--- config.mk ---
export PLATFORM = sky130hd
export DESIGN_NAME = imm_extend_pipe_flat
export DESIGN_NICKNAME = d
export VERILOG_FILES = /design/src/rtl/imm_ext_pkg.sv /design/src/rtl/imm_extend_pipe_if.sv /design/src/rtl/imm_ext_core.sv /design/src/rtl/imm_extend_pipe.sv /design/src/flat_wrapper.sv
export SDC_FILE = /design/constraint.sdc
export NUM_CORES = 1
export LEC_CHECK = 0
export CORE_MARGIN = 2
export CORE_UTILIZATION = 40
export DETAILED_ROUTE_END_ITERATION = 12
export PLACE_DENSITY = 0.66
export SYNTH_ARGS = -nofsm -noshare
export SYNTH_HDL_FRONTEND = slang
export SYNTH_SLANG_ARGS = --single-unit
--- constraint.sdc ---
create_clock -name clk -period 4.3 [get_ports clk]
set_clock_uncertainty 0.15 [all_clocks]
set_input_delay 0.86 -clock clk [delete_from_list [all_inputs] [get_ports clk]]
set_output_delay 0.86 -clock clk [all_outputs]
set_load 0.005 [all_outputs]
--- src/rtl/imm_ext_pkg.sv ---
// Shared definitions for the decode-stage immediate extender.
//   EXT_*   : 2-bit extension mode codes carried on in_mode
//   state_t : occupancy state of the output register / skid pair
package imm_ext_pkg;

  localparam int unsigned MODE_W  = 2;
  localparam int unsigned STATE_W = 2;

  localparam logic [MODE_W-1:0] EXT_ZERO   = 2'b00;
  localparam logic [MODE_W-1:0] EXT_SIGN   = 2'b01;
  localparam logic [MODE_W-1:0] EXT_UPPER  = 2'b10;
  localparam logic [MODE_W-1:0] EXT_BRANCH = 2'b11;

  typedef enum logic [STATE_W-1:0] {
    ST_EMPTY = 2'b00,
    ST_ONE   = 2'b01,
    ST_FULL  = 2'b10
  } state_t;

endpackage

--- src/rtl/imm_extend_pipe_if.sv ---
// Valid/ready bus around the immediate extender.
//   master : upstream/downstream environment (drives in_*, out_ready)
//   slave  : the extender (drives in_ready, out_*)
interface imm_extend_pipe_if
  import imm_ext_pkg::*;
#(
  parameter int unsigned IN_W  = 16,
  parameter int unsigned OUT_W = 32,
  parameter int unsigned TAG_W = 5
);

  logic              in_valid;
  logic              in_ready;
  logic [IN_W-1:0]   in_imm;
  logic [MODE_W-1:0] in_mode;
  logic [TAG_W-1:0]  in_tag;
  logic              out_valid;
  logic              out_ready;
  logic [OUT_W-1:0]  out_data;
  logic [TAG_W-1:0]  out_tag;
  logic              out_neg;

  modport master (
    output in_valid, in_imm, in_mode, in_tag, out_ready,
    input  in_ready, out_valid, out_data, out_tag, out_neg
  );

  modport slave (
    input  in_valid, in_imm, in_mode, in_tag, out_ready,
    output in_ready, out_valid, out_data, out_tag, out_neg
  );

endinterface

--- src/rtl/imm_ext_core.sv ---
// Combinational immediate extension.
//   imm    in  IN_W   raw immediate
//   mode   in  2      EXT_ZERO / EXT_SIGN / EXT_UPPER / EXT_BRANCH
//   ext_c  out OUT_W  extended result
module imm_ext_core
  import imm_ext_pkg::*;
#(
  parameter int unsigned IN_W  = 16,
  parameter int unsigned OUT_W = 32,
  parameter int unsigned SHAMT = 2
) (
  input  logic [IN_W-1:0]   imm,
  input  logic [MODE_W-1:0] mode,
  output logic [OUT_W-1:0]  ext_c
);

  logic signed [IN_W-1:0] imm_s;
  logic [OUT_W-1:0]       zext;
  logic [OUT_W-1:0]       sext;

  assign imm_s = $signed(imm);
  assign zext  = OUT_W'(imm);
  // Sizing cast of a signed operand replicates the sign bit.
  assign sext  = OUT_W'(imm_s);

  // Mode select; BRANCH drops bits shifted past the MSB.
  always_comb begin
    ext_c = zext;
    case (mode)
      EXT_ZERO:   ext_c = zext;
      EXT_SIGN:   ext_c = sext;
      EXT_UPPER:  ext_c = zext << (OUT_W - IN_W);
      EXT_BRANCH: ext_c = sext << SHAMT;
      default:    ext_c = zext;
    endcase
  end

endmodule

--- src/rtl/imm_extend_pipe.sv ---
// Registered immediate extender with a 2-entry (out reg + skid) buffer.
//   clk    in   rising-edge clock
//   rst    in   synchronous active-high reset, dominates flush
//   flush  in   discard all held entries at the next edge
//   bus    slave modport: in_valid/in_ready/in_imm/in_mode/in_tag,
//          out_valid/out_ready/out_data/out_tag/out_neg
module imm_extend_pipe
  import imm_ext_pkg::*;
#(
  parameter int unsigned IN_W  = 16,
  parameter int unsigned OUT_W = 32,
  parameter int unsigned SHAMT = 2,
  parameter int unsigned TAG_W = 5
) (
  input  logic              clk,
  input  logic              rst,
  input  logic              flush,
  imm_extend_pipe_if.slave  bus
);

  // Shifted branch offsets must fit the datapath.
  if (OUT_W < IN_W + SHAMT) begin : g_bad_params
    $error("imm_extend_pipe: OUT_W must be >= IN_W + SHAMT");
  end

  state_t           state_q, state_d;
  logic [OUT_W-1:0] ext_c;
  logic [OUT_W-1:0] out_data_q;
  logic [TAG_W-1:0] out_tag_q;
  logic [OUT_W-1:0] skid_data_q;
  logic [TAG_W-1:0] skid_tag_q;
  logic             out_valid_q;
  logic             in_ready_q;
  logic             accept_c;
  logic             deliver_c;
  logic             load_in_c;
  logic             load_skid_c;
  logic             skid_to_out_c;

  imm_ext_core #(
    .IN_W  (IN_W),
    .OUT_W (OUT_W),
    .SHAMT (SHAMT)
  ) u_core (
    .imm   (bus.in_imm),
    .mode  (bus.in_mode),
    .ext_c (ext_c)
  );

  assign accept_c  = bus.in_valid && in_ready_q;
  assign deliver_c = out_valid_q && bus.out_ready;

  // Next state and register load enables.
  always_comb begin
    state_d       = state_q;
    load_in_c     = 1'b0;
    load_skid_c   = 1'b0;
    skid_to_out_c = 1'b0;
    if (flush) begin
      state_d = ST_EMPTY;
    end else begin
      case (state_q)
        ST_EMPTY: begin
          if (accept_c) begin
            state_d   = ST_ONE;
            load_in_c = 1'b1;
          end
        end
        ST_ONE: begin
          if (accept_c && !deliver_c) begin
            state_d     = ST_FULL;
            load_skid_c = 1'b1;
          end else if (accept_c && deliver_c) begin
            load_in_c = 1'b1;
          end else if (deliver_c) begin
            state_d = ST_EMPTY;
          end
        end
        ST_FULL: begin
          // in_ready is low here, so no accept can coincide.
          if (deliver_c) begin
            state_d       = ST_ONE;
            skid_to_out_c = 1'b1;
          end
        end
        default: state_d = ST_EMPTY;
      endcase
    end
  end

  // State, handshake flags and data registers; flags are decoded from next state.
  always_ff @(posedge clk) begin
    if (rst) begin
      state_q     <= ST_EMPTY;
      out_valid_q <= 1'b0;
      in_ready_q  <= 1'b1;
      out_data_q  <= '0;
      out_tag_q   <= '0;
      skid_data_q <= '0;
      skid_tag_q  <= '0;
    end else begin
      state_q     <= state_d;
      out_valid_q <= (state_d != ST_EMPTY);
      in_ready_q  <= (state_d != ST_FULL);
      if (load_in_c) begin
        out_data_q <= ext_c;
        out_tag_q  <= bus.in_tag;
      end else if (skid_to_out_c) begin
        out_data_q <= skid_data_q;
        out_tag_q  <= skid_tag_q;
      end
      if (load_skid_c) begin
        skid_data_q <= ext_c;
        skid_tag_q  <= bus.in_tag;
      end
    end
  end

  assign bus.in_ready  = in_ready_q;
  assign bus.out_valid = out_valid_q;
  assign bus.out_data  = out_data_q;
  assign bus.out_tag   = out_tag_q;
  assign bus.out_neg   = out_data_q[OUT_W-1];

endmodule

--- src/flat_wrapper.sv ---
// flat-port wrapper written by rule: the top's interface ports become plain ports
module imm_extend_pipe_flat import imm_ext_pkg::*;
#(
  parameter int unsigned IN_W  = 16,
  parameter int unsigned OUT_W = 32,
  parameter int unsigned SHAMT = 2,
  parameter int unsigned TAG_W = 5
)
  (clk, rst, flush, bus_in_valid, bus_in_imm, bus_in_mode, bus_in_tag, bus_out_ready, bus_in_ready, bus_out_valid, bus_out_data, bus_out_tag, bus_out_neg);
  imm_extend_pipe_if #(.IN_W(IN_W), .OUT_W(OUT_W), .TAG_W(TAG_W)) bus_i ();
  input  logic clk;
  input  logic rst;
  input  logic flush;
  input wire logic [$bits(bus_i.in_valid)-1:0] bus_in_valid;
  input wire logic [$bits(bus_i.in_imm)-1:0] bus_in_imm;
  input wire logic [$bits(bus_i.in_mode)-1:0] bus_in_mode;
  input wire logic [$bits(bus_i.in_tag)-1:0] bus_in_tag;
  input wire logic [$bits(bus_i.out_ready)-1:0] bus_out_ready;
  output wire logic [$bits(bus_i.in_ready)-1:0] bus_in_ready;
  output wire logic [$bits(bus_i.out_valid)-1:0] bus_out_valid;
  output wire logic [$bits(bus_i.out_data)-1:0] bus_out_data;
  output wire logic [$bits(bus_i.out_tag)-1:0] bus_out_tag;
  output wire logic [$bits(bus_i.out_neg)-1:0] bus_out_neg;
  assign bus_i.in_valid = bus_in_valid;
  assign bus_i.in_imm = bus_in_imm;
  assign bus_i.in_mode = bus_in_mode;
  assign bus_i.in_tag = bus_in_tag;
  assign bus_i.out_ready = bus_out_ready;
  assign bus_in_ready = bus_i.in_ready;
  assign bus_out_valid = bus_i.out_valid;
  assign bus_out_data = bus_i.out_data;
  assign bus_out_tag = bus_i.out_tag;
  assign bus_out_neg = bus_i.out_neg;
  imm_extend_pipe #(.IN_W(IN_W), .OUT_W(OUT_W), .SHAMT(SHAMT), .TAG_W(TAG_W)) u_core (.clk(clk), .rst(rst), .flush(flush), .bus(bus_i));
endmodule
==> metrics.yaml <==
die:
  die_h_um: 95.5
  row_count: 33
  floorplan.die_area_mm2: 0.00912
  io-pin-count: 68
  core_area_mm2: 0.00818
  fp.dieW_um: 95.5
  initial_utilization_pct: 40.9
cts:
  cts_buffers: 9
  clock_tree.buffer_depth: 2
  cts_tree: "done"
  worst_skew_pair.late_latency_ns: 0.34
  postCtsHoldBufs: 0
  post_cts.repair.setup_buffers: 0
  cts_sinks: 78
  htreeDepth: 3
  path_clk_slew_ns: 0.08
  cts_root_buffer: "sky130_fd_sc_hd__clkbuf_8"
  post_cts_resized: 0
synthesis:
  synth_sequential_area_ratio_pct: 46.7
  synth_cell_type_count: 33
  ys_top_cells_by_count: "sky130_fd_sc_hd__dfxtp_1, sky130_fd_sc_hd__a21oi_1, sky130_fd_sc_hd__nand2_1"
  synth-seq-cells: 78
  syn-mean-instance-area_um2: 8.49
  synth.top_cells.by_area: "sky130_fd_sc_hd__dfxtp_1, sky130_fd_sc_hd__a221oi_1, sky130_fd_sc_hd__a21oi_1"
  synth-main-ff-cell: "sky130_fd_sc_hd__dfxtp_1"
  post_synth_net_total: 422
  yosysWarningCount: 0
  synth-edff-count: 0
  syn-instance-count: 394
  yosys.cell_count.top_type: "sky130_fd_sc_hd__dfxtp_1"
  synthDominantCellAreaShare_pct: 46.7
  syn-cell-area_mm2: 0.00335
  synthArstFlopShare_pct: 0
  synth_area_leader_cell: "sky130_fd_sc_hd__dfxtp_1"
global_route:
  globalRoute.totalOverflow: 0
  grt_start_max_net_pins: 58
  grt_first_pass_wirelength_um: 14600
  grt_use_total_pct: 20.6
  via_count_of_the_first_global_routing_pass: 2891
  number_of_antenna_violations_at_the_first_check_in_global_routing: 0
worst_setup_path:
  timing.critical_path.from_type: "input pin"
  cp-end-kind: "flop"
  timing_worst_setup_path_type: "in -> reg"
  worst_ep_arrival_time_ns: 3.00
  crit_chain: "clkdlybuf4s50_1 -> or4_1 -> a221oi_1 -> a211oi_1"
  critical_path.slowest_cell: "sky130_fd_sc_hd__or4_1"
  max_stage_delay_ns: 1.03
  critical_path_required_ns: 4.36
  crit_path_max_fanout: 23
drt:
  via_count: 3130
  drt-vias-per-instance: 5.74
  drt_drc_violations_left: 0
  drt.antenna.violating_nets: 0
  route.final.wire_length_um: 9050
  drt_first_iter_violations: 249
  avgRoutedWirePerCell_um: 16.6
  detailedRoute.firstPassIterationCount: 4
min_path:
  type_of_the_tightest_min_delay_check: "reg -> reg"
place:
  rd_place_congestion: 0.721
  pre_cts_ws_ns: 1.00
  placement.cell_area_mm2: 0.00404
  inst_count_dp: 529
  io_buffers: 67
  dpl_hpwl_um: 5670
timing:
  hold_slack_ns: 0.310
  setup_slack_ns: 1.35
  tightest_slew_ns: 1.11
  max_slew_margin_pct: 25.9
  finalMaxSlewViolations: 0
  final-setup-viol-count: 0
  maxClockFrequency_mhz: 339
  setup_tns_ns: 0
  finalHoldViolCount: 0
  rsz0062_at_grt: "no"
  layout_worst_path_cycle_share_pct: 68.5
  period_needed_ns: 2.95
pwr:
  p_leak_nw: 1.36
  cellPowerDensity_mw_per_mm2: 354
  power_mw: 1.49
  vdd.ir_drop.worst_mv: 0.178
outcome:
  status: "finished clean"
cells_and_area:
  area_growth_pct: 26.0
  num_antenna_cells: 0
  finish.utilization_pct: 51.6
  nNetsFinal: 463
  post-route-cell-area_mm2: 0.00422
  number_of_filler_cells_placed_in_the_layout: 779
  final-instance-count-excl-fill: 545
  layout-drive-gt1-share_pct: 6.82
flow_run:
  maxCapViolCount: 0
[flip-flops by register name (all words and copies together) (netlist names)]
name                  flops
u_core.bus.out_valid      1
u_core.state_q            2
u_core.skid_data_q       32
u_core.bus.in_ready       1
u_core.skid_tag_q         5
u_core.bus.out_tag        5
u_core.bus.out_data      32
[cells by family (layout without fill, tap and decap cells)]
group / Yosys count / after routing / synth area share, %
compound gates: 147 / 147 / 30.4
buf+inv: 44 / 90 / 5.79
flops: 78 / 78 / 46.7
mux: 4 / 4 / 1.23
simple gates: 121 / 121 / 16.0
[critical path, delay by kind of cell]
kind            cells  cell delay, ns
compound gates      2            0.49
simple gates        1            1.03
buf+inv             1            0.63
[worst paths after layout]
kind                             start  depth (start not counted)                      to  slack (ns)
setup / recovery                 flush                          4  u_core.bus.out_data[3]        1.35
hold / removal    u_core.skid_tag_q[2]                          2    u_core.skid_tag_q[2]        0.31
setup reg to reg     u_core.state_q[0]                          4  u_core.bus.out_data[3]        2.05
hold reg to reg   u_core.skid_tag_q[2]                          2    u_core.skid_tag_q[2]        0.31
[report_power, final]
group | total (mW) | leakage (nW) | internal (mW) | switching (mW)
logic | 0.219 | 0.639 | 0.108 | 0.111
registers | 0.776 | 0.636 | 0.756 | 0.0198
clock network | 0.498 | 0.0893 | 0.226 | 0.272
total | 1.49 | 1.36 | 1.09 | 0.403
[final cells by class]
type | instances | area [um2] | share of cell area (%)
multi-input combinational | 272 | 1610 | 38.1
timing repair buffer | 73 | 736 | 17.4
clock buffer | 11 | 141 | 3.35
sequential | 78 | 1560 | 37.0
clock inverter | 5 | 35.0 | 0.831
tap | 105 | 131 | 3.11
inverter | 1 | 3.75 | 0.0890
[routing by layer]
metal / share of wire (%) / vias up / routed length (um) / track usage, %
li1: - / 1544 / - / -
met1: 46 / 1495 / 4180 / 28.9
met2: 48 / 78 / 4310 / 31.5
met3: 4.7 / 13 / 425 / 3.64
met4: 1.6 / 0 / 143 / 7.86
met5: 0 / - / 0 / 0
[cell usage in the layout, fill, tap and decap left out, drive strengths merged]
cell	instances
and2	3
a221oi	43
nor4	3
mux2i	3
clkinv	4
nor3	15
inv	1
a2bb2oi	1
buf	7
a21bo	1
mux2	1
nor3b	1
nor2	37
nand2	54
a21oi	63
nand4b	1
or2	2
dfxtp	78
clkdlybuf4s50	66
clkinvlp	1
or4	3
a21boi	1
o21ai	1
clkbuf	11
a211oi	35
a311oi	1
a2111oi	1
nand3	2
(Power assumes the default switching activity.)
